<file path="src/rtl/match_result_bus_pkg.sv">
// Shared widths, sequence beat layout and node FSM states for the match-result return bus.
package match_result_bus_pkg;

    localparam int NUM_JOB_PE_LOG2 = 2;
    localparam int NUM_JOB_PE      = 1 << NUM_JOB_PE_LOG2;
    localparam int JOB_LEN_LOG2    = 8;
    localparam int ADDR_WIDTH      = JOB_LEN_LOG2 + NUM_JOB_PE_LOG2;
    localparam int SEQ_LL_BITS     = 8;
    localparam int SEQ_ML_BITS     = 8;

    typedef struct packed {
        logic [ADDR_WIDTH-1:0]  head_addr;
        logic [SEQ_LL_BITS-1:0] lit_len;
        logic [SEQ_ML_BITS-1:0] match_len;
        logic [ADDR_WIDTH-1:0]  offset;
        logic                   eoj;
    } seq_beat_t;

    typedef enum logic [1:0] {
        ST_WAIT  = 2'd0,
        ST_OWN   = 2'd1,
        ST_DRAIN = 2'd2
    } bus_state_t;

    // The PE that produced a sequence is encoded in the top bits of its head address.
    function automatic logic [NUM_JOB_PE_LOG2-1:0] pe_of(input logic [ADDR_WIDTH-1:0] addr);
        return addr[ADDR_WIDTH-1 -: NUM_JOB_PE_LOG2];
    endfunction

endpackage

</file>
<file path="src/rtl/seq_skid_buffer.sv">
// Generic 2-entry registered skid buffer; ready depends only on fill level, so
// a full-rate stream passes with one cycle of latency.
module seq_skid_buffer #(
    parameter int WIDTH = 8
) (
    input  logic             clk,
    input  logic             rst,
    input  logic             in_valid,
    input  logic [WIDTH-1:0] in_data,
    output logic             in_ready,
    output logic             out_valid,
    output logic [WIDTH-1:0] out_data,
    input  logic             out_ready
);

    logic [WIDTH-1:0] entry0_q, entry0_d;
    logic [WIDTH-1:0] entry1_q, entry1_d;
    logic             wr_ptr_q, wr_ptr_d;
    logic             rd_ptr_q, rd_ptr_d;
    logic [1:0]       count_q, count_d;
    logic             push, pop;

    assign in_ready  = (count_q != 2'd2);
    assign out_valid = (count_q != 2'd0);
    assign out_data  = rd_ptr_q ? entry1_q : entry0_q;

    always_comb begin
        push     = in_valid && in_ready;
        pop      = out_valid && out_ready;
        entry0_d = entry0_q;
        entry1_d = entry1_q;
        if (push && !wr_ptr_q) entry0_d = in_data;
        if (push && wr_ptr_q)  entry1_d = in_data;
        wr_ptr_d = wr_ptr_q ^ push;
        rd_ptr_d = rd_ptr_q ^ pop;
        count_d  = count_q + 2'(push) - 2'(pop);
    end

    always_ff @(posedge clk) begin
        if (rst) begin
            entry0_q <= '0;
            entry1_q <= '0;
            wr_ptr_q <= 1'b0;
            rd_ptr_q <= 1'b0;
            count_q  <= 2'd0;
        end else begin
            entry0_q <= entry0_d;
            entry1_q <= entry1_d;
            wr_ptr_q <= wr_ptr_d;
            rd_ptr_q <= rd_ptr_d;
            count_q  <= count_d;
        end
    end

endmodule

</file>
<file path="src/rtl/match_result_bus.sv">
// One node of the daisy-chained match-result return bus: merges the local PE stream
// into the upstream stream in job order. Optional MATCH_RESULT_BUS_ORDER_CHECK_EN adds o_order_err.
module match_result_bus
    import match_result_bus_pkg::*;
#(
    parameter int unsigned IDX   = 0,
    parameter int          PIPED = 0
) (
    input  logic                       clk,
    input  logic                       rst,
    input  logic                       i_local_valid,
    input  logic [ADDR_WIDTH-1:0]      i_local_head_addr,
    input  logic [SEQ_LL_BITS-1:0]     i_local_lit_len,
    input  logic [SEQ_ML_BITS-1:0]     i_local_match_len,
    input  logic [ADDR_WIDTH-1:0]      i_local_offset,
    input  logic                       i_local_eoj,
    output logic                       i_local_ready,
    input  logic                       i_up_valid,
    input  logic [ADDR_WIDTH-1:0]      i_up_head_addr,
    input  logic [SEQ_LL_BITS-1:0]     i_up_lit_len,
    input  logic [SEQ_ML_BITS-1:0]     i_up_match_len,
    input  logic [ADDR_WIDTH-1:0]      i_up_offset,
    input  logic                       i_up_eoj,
    output logic                       i_up_ready,
    output logic                       o_valid,
    output logic [ADDR_WIDTH-1:0]      o_head_addr,
    output logic [SEQ_LL_BITS-1:0]     o_lit_len,
    output logic [SEQ_ML_BITS-1:0]     o_match_len,
    output logic [ADDR_WIDTH-1:0]      o_offset,
    output logic                       o_eoj,
    input  logic                       o_ready,
    input  logic                       i_commit_eoj,
`ifdef MATCH_RESULT_BUS_ORDER_CHECK_EN
    output logic                       o_order_err,
`endif
    output logic [NUM_JOB_PE_LOG2-1:0] o_turn
);

    localparam logic [NUM_JOB_PE_LOG2-1:0] IDX_L = NUM_JOB_PE_LOG2'(IDX);

    bus_state_t                 state_q, state_d;
    logic [NUM_JOB_PE_LOG2-1:0] turn_q, turn_d;
    seq_beat_t                  sel_beat, out_beat;
    logic                       sel_valid;
    logic                       local_sel;
    logic                       int_ready;

    assign local_sel = (state_q == ST_OWN);
    assign o_turn    = turn_q;

    // DRAIN holds off the next job until the tail confirms our eoj reached the sink.
    always_comb begin
        state_d = state_q;
        turn_d  = turn_q;
        if (i_commit_eoj) turn_d = turn_q + NUM_JOB_PE_LOG2'(1);
        case (state_q)
            ST_WAIT:  if (turn_q == IDX_L) state_d = ST_OWN;
            ST_OWN:   if (i_local_valid && int_ready && i_local_eoj) state_d = ST_DRAIN;
            ST_DRAIN: if (i_commit_eoj) state_d = ST_WAIT;
            default:  state_d = ST_WAIT;
        endcase
    end

    always_ff @(posedge clk) begin
        if (rst) begin
            state_q <= ST_WAIT;
            turn_q  <= '0;
        end else begin
            state_q <= state_d;
            turn_q  <= turn_d;
        end
    end

    always_comb begin
        sel_valid     = i_up_valid;
        sel_beat      = '{head_addr: i_up_head_addr, lit_len: i_up_lit_len,
                          match_len: i_up_match_len, offset: i_up_offset, eoj: i_up_eoj};
        i_local_ready = 1'b0;
        i_up_ready    = int_ready;
        if (local_sel) begin
            sel_valid     = i_local_valid;
            sel_beat      = '{head_addr: i_local_head_addr, lit_len: i_local_lit_len,
                              match_len: i_local_match_len, offset: i_local_offset,
                              eoj: i_local_eoj};
            i_local_ready = int_ready;
            i_up_ready    = 1'b0;
        end
    end

    generate
        if (PIPED != 0) begin : g_piped
            logic [$bits(seq_beat_t)-1:0] skid_out;
            seq_skid_buffer #(
                .WIDTH($bits(seq_beat_t))
            ) u_skid (
                .clk       (clk),
                .rst       (rst),
                .in_valid  (sel_valid),
                .in_data   (sel_beat),
                .in_ready  (int_ready),
                .out_valid (o_valid),
                .out_data  (skid_out),
                .out_ready (o_ready)
            );
            assign out_beat = seq_beat_t'(skid_out);
        end else begin : g_comb
            assign o_valid   = sel_valid;
            assign out_beat  = sel_beat;
            assign int_ready = o_ready;
        end
    endgenerate

    assign o_head_addr = out_beat.head_addr;
    assign o_lit_len   = out_beat.lit_len;
    assign o_match_len = out_beat.match_len;
    assign o_offset    = out_beat.offset;
    assign o_eoj       = out_beat.eoj;

`ifdef MATCH_RESULT_BUS_ORDER_CHECK_EN
    logic order_err_q, order_err_d;

    // Sticky flag: a foreign-job beat passing through, or a commit the tail never owned.
    always_comb begin
        order_err_d = order_err_q;
        if (i_up_valid && i_up_ready && (pe_of(i_up_head_addr) != turn_q))
            order_err_d = 1'b1;
        if ((IDX_L == '0) && i_commit_eoj && (state_q != ST_DRAIN) && (turn_q == IDX_L))
            order_err_d = 1'b1;
    end

    always_ff @(posedge clk) begin
        if (rst) order_err_q <= 1'b0;
        else     order_err_q <= order_err_d;
    end

    assign o_order_err = order_err_q;
`endif

endmodule

</file>
<file path="config.mk">
export PLATFORM = sky130hd
export DESIGN_NAME = match_result_bus
export DESIGN_NICKNAME = d
export VERILOG_FILES = /design/src/rtl/match_result_bus_pkg.sv /design/src/rtl/seq_skid_buffer.sv /design/src/rtl/match_result_bus.sv
export SDC_FILE = /design/constraint.sdc
export NUM_CORES = 1
export LEC_CHECK = 0
export CAP_MARGIN = 20
export CORE_MARGIN = 3
export CORE_UTILIZATION = 22
export DETAILED_ROUTE_END_ITERATION = 7
export HOLD_SLACK_MARGIN = 0.1
export PLACE_DENSITY = 0.84
export SYNTH_ARGS = -nofsm -noshare
export SYNTH_HDL_FRONTEND = slang
export SYNTH_SLANG_ARGS = --single-unit
</file>
<file path="constraint.sdc">
create_clock -name clk -period 1.95 [get_ports clk]
set_clock_uncertainty 0.05 [all_clocks]
set_input_delay 0.39 -clock clk [delete_from_list [all_inputs] [get_ports clk]]
set_output_delay 0.39 -clock clk [all_outputs]
set_load 0.1 [all_outputs]
</file>
==> impl_results.rst <==
.. list-table::
   :header-rows: 1

   * - Metric
     - Value
   * - Initial antenna violation count
     - 0
   * - I/O pin total
     - 122
   * - TritonCTS clock tree
     - done
   * - Final worst setup slack
     - 0.0113 ns
   * - Total wire length after detailed routing
     - 4390 µm
   * - Remaining design rule violation count
     - 0
   * - Overall overflow remaining after global route
     - 0
   * - Worst-Skew Late Latency
     - 0.23 ns
   * - FF-to-FF setup slack
     - 0.82 ns
   * - Layout cells sized above 1
     - 0.500
   * - Worst setup path class
     - reg -> out
   * - Placed Instance Area
     - 0.00235 mm²
   * - Post-Synthesis Mean Instance Area
     - 11.1 µm²
   * - Pwr Density
     - 743 mW/mm²
   * - Port Buf Inserts
     - 121
   * - Largest net degree at the start of global routing
     - 21
   * - Final period util
     - 0.994
   * - Via density per instance
     - 4.46
   * - Final cell count without fillers
     - 228
   * - Crit end category
     - output port
   * - Post-synth cell types
     - 16
   * - Placed Cells
     - 223
   * - Clock tree sinks
     - 4
   * - Post-CTS clock slew at the launch and capture registers of the worst setup and hold paths
     - 0.04 ns
   * - Initial core utilization
     - 0.240
   * - CTS hold repair buffers
     - 0
   * - Max-slew headroom at the worst pin
     - 0.821
   * - Share of the yosys chip area belonging to registers
     - 0.116
   * - Post-synthesis cell area
     - 691 µm²
   * - Root buffer selected by CTS
     - sky130_fd_sc_hd__clkbuf_4
   * - Drt initial violations
     - 33
   * - Routed vias
     - 1017
   * - Area growth from synthesis to layout
     - 256%
   * - Floorplan row count
     - 19
   * - Wire per inst
     - 19.2 µm
   * - Setup repair after global routing missed its margin
     - yes
   * - Number of max-capacitance violations reported
     - 0
   * - Clock H-tree levels
     - 1
   * - Post-synthesis sequential element count
     - 4
   * - Class of the worst hold path
     - reg -> reg
   * - Critical path startpoint category
     - register
   * - Post-route core utilization
     - 0.854
   * - Fmax
     - 0.516 GHz
   * - IR drop worst, VDD
     - 0.531 mV
   * - Total die area
     - 0.00385 mm²
   * - Ant diodes
     - 0
   * - Post-synthesis cell count
     - 62
   * - HPWL after DPL
     - 3370 µm
   * - Number of endpoints with negative hold slack in the final report
     - 0
   * - Slew of the pin with the lowest slew margin
     - 0.265 ns
   * - GPL Wtd Cong
     - 0.761
   * - Number of iterations in the first detailed-routing pass
     - 3
   * - Final Max Slew Viols
     - 0
   * - Number of global-route vias before repair
     - 1089
   * - Number of nets in the layout
     - 269
   * - Final Instance Area
     - 0.00246 mm²
   * - Die Span X
     - 62.0 µm
   * - Worst slack after detailed placement
     - 0.184 ns
   * - Maximum clock insertion buffer count
     - 2
   * - TritonCTS buffer count
     - 3
   * - Antenna Violating Nets Remaining
     - 0
   * - Die extent in y
     - 62.0 µm
   * - Synth warn
     - 0
   * - Core ar.
     - 0.00288 mm²
   * - Worst EP arrival
     - 1.50 ns
   * - Number of setup violations in the final report
     - 0
   * - Result of the run
     - completed
   * - Syn Nets
     - 143
   * - Maximum fanout along the worst path
     - 20
   * - Min Tclk post-route
     - 1.94 ns
   * - Reported leakage power
     - 0.00107 µW
   * - First-pass GRT wire length
     - 6090 µm
   * - Required time at the endpoint of the critical path
     - 1.51 ns
   * - GRT Util Overall
     - 0.221
registers in the layout, indices dropped and copies added, names as in the netlist:
name     count
o_turn       2
state_q      2
power breakdown:
| part | internal, µW | switching, µW |
|---|---|---|
| Combinational | 675 | 954 |
| Clock | 68.6 | 30.6 |
| Sequential | 90.2 | 7.30 |
| Total | 834 | 992 |
layout make-up:
cell class	instances	area [µm²]
clock buffers	3	22.5
fillers	145	419
inverters	2	7.51
multi-input cells	52	623
flip-flops and latches	4	82.6
well taps	42	52.6
repair buffers	125	1670
metal layers:
metal / wire length (µm) / GRT usage / up-vias
li1: - / - / 478
met1: 1450 / 0.240 / 481
met2: 2510 / 0.444 / 58
met3: 432 / 0.0475 / 0
met4: 0 / 0.0182 / 0
met5: 0 / 0 / -
cell usage after synthesis:
library cell / count / area share
sky130_fd_sc_hd__nor2_1: 4 / 0.022
sky130_fd_sc_hd__nor4_1: 1 / 0.0091
sky130_fd_sc_hd__mux2_2: 35 / 0.57
sky130_fd_sc_hd__xnor2_1: 1 / 0.013
sky130_fd_sc_hd__nor4b_1: 1 / 0.013
sky130_fd_sc_hd__mux2_4: 3 / 0.065
sky130_fd_sc_hd__and4_2: 1 / 0.014
sky130_fd_sc_hd__dfxtp_1: 4 / 0.12
sky130_fd_sc_hd__a21o_1: 1 / 0.011
sky130_fd_sc_hd__inv_1: 2 / 0.011
sky130_fd_sc_hd__and2b_2: 1 / 0.013
sky130_fd_sc_hd__and2_2: 1 / 0.011
sky130_fd_sc_hd__nor2b_4: 1 / 0.020
sky130_fd_sc_hd__clkbuf_8: 4 / 0.080
sky130_fd_sc_hd__ha_1: 1 / 0.018
sky130_fd_sc_hd__mux2i_1: 1 / 0.014
per-stage QoR:
stage	TNS, ns	power [µW]	hold slack [ns]
floorplan	0	1040	0.412
global placement	0	1660	0.457
detailed placement	0	1670	0.482
CTS	-0.0999	1860	0.416
global route	-0.670	1870	0.435
finish	0	1830	0.416
path summary, 6_finish.rpt:
path,end,depth (start not counted),start
setup / recovery,o_match_len[4],4,state_q[0]$_SDFFE_PP0P_
hold / removal,state_q[0]$_SDFFE_PP0P_,1,state_q[1]$_SDFFE_PP0P_
setup reg to reg,o_turn[1]$_SDFFE_PP0P_,4,o_turn[0]$_SDFFE_PP0P_
hold reg to reg,state_q[0]$_SDFFE_PP0P_,1,state_q[1]$_SDFFE_PP0P_
timing repair:
item	in CTS	in global routing
setup buffers	3	0
gates cloned	1	0
resized for setup	25	0
setup endpoints to repair	38	35
kinds of logic after synthesis:
kind of cell,share of synthesized area
AOI/OAI and AO/OA,0.0109
and+or+nand+nor,0.101
muxes,0.650
adders and majority gates,0.0181
buffers and inverters,0.0906
xor gates and xnor gates,0.0127
DFF,0.116
placed cells by master, fill, tap and decap left out, types with 2 or more instances in the layout:
master and n:
sky130_fd_sc_hd__dfxtp_1 2, sky130_fd_sc_hd__nor2_1 4, sky130_fd_sc_hd__clkdlybuf4s50_1 79, sky130_fd_sc_hd__buf_12 42, sky130_fd_sc_hd__mux2_2 15, sky130_fd_sc_hd__buf_4 2, sky130_fd_sc_hd__dfxtp_2 2, sky130_fd_sc_hd__clkbuf_4 3
sky130_fd_sc_hd__mux2_4 23, sky130_fd_sc_hd__inv_1 2, sky130_fd_sc_hd__buf_6 2
critical path: stages, from the launching register on:
cell                      delay, ns
sky130_fd_sc_hd__dfxtp_2       0.32
sky130_fd_sc_hd__nor2b_4       0.20
sky130_fd_sc_hd__buf_12        0.19
sky130_fd_sc_hd__mux2_2        0.38
sky130_fd_sc_hd__buf_12        0.17
No activity file was read; power rests on OpenSTA's default activity.
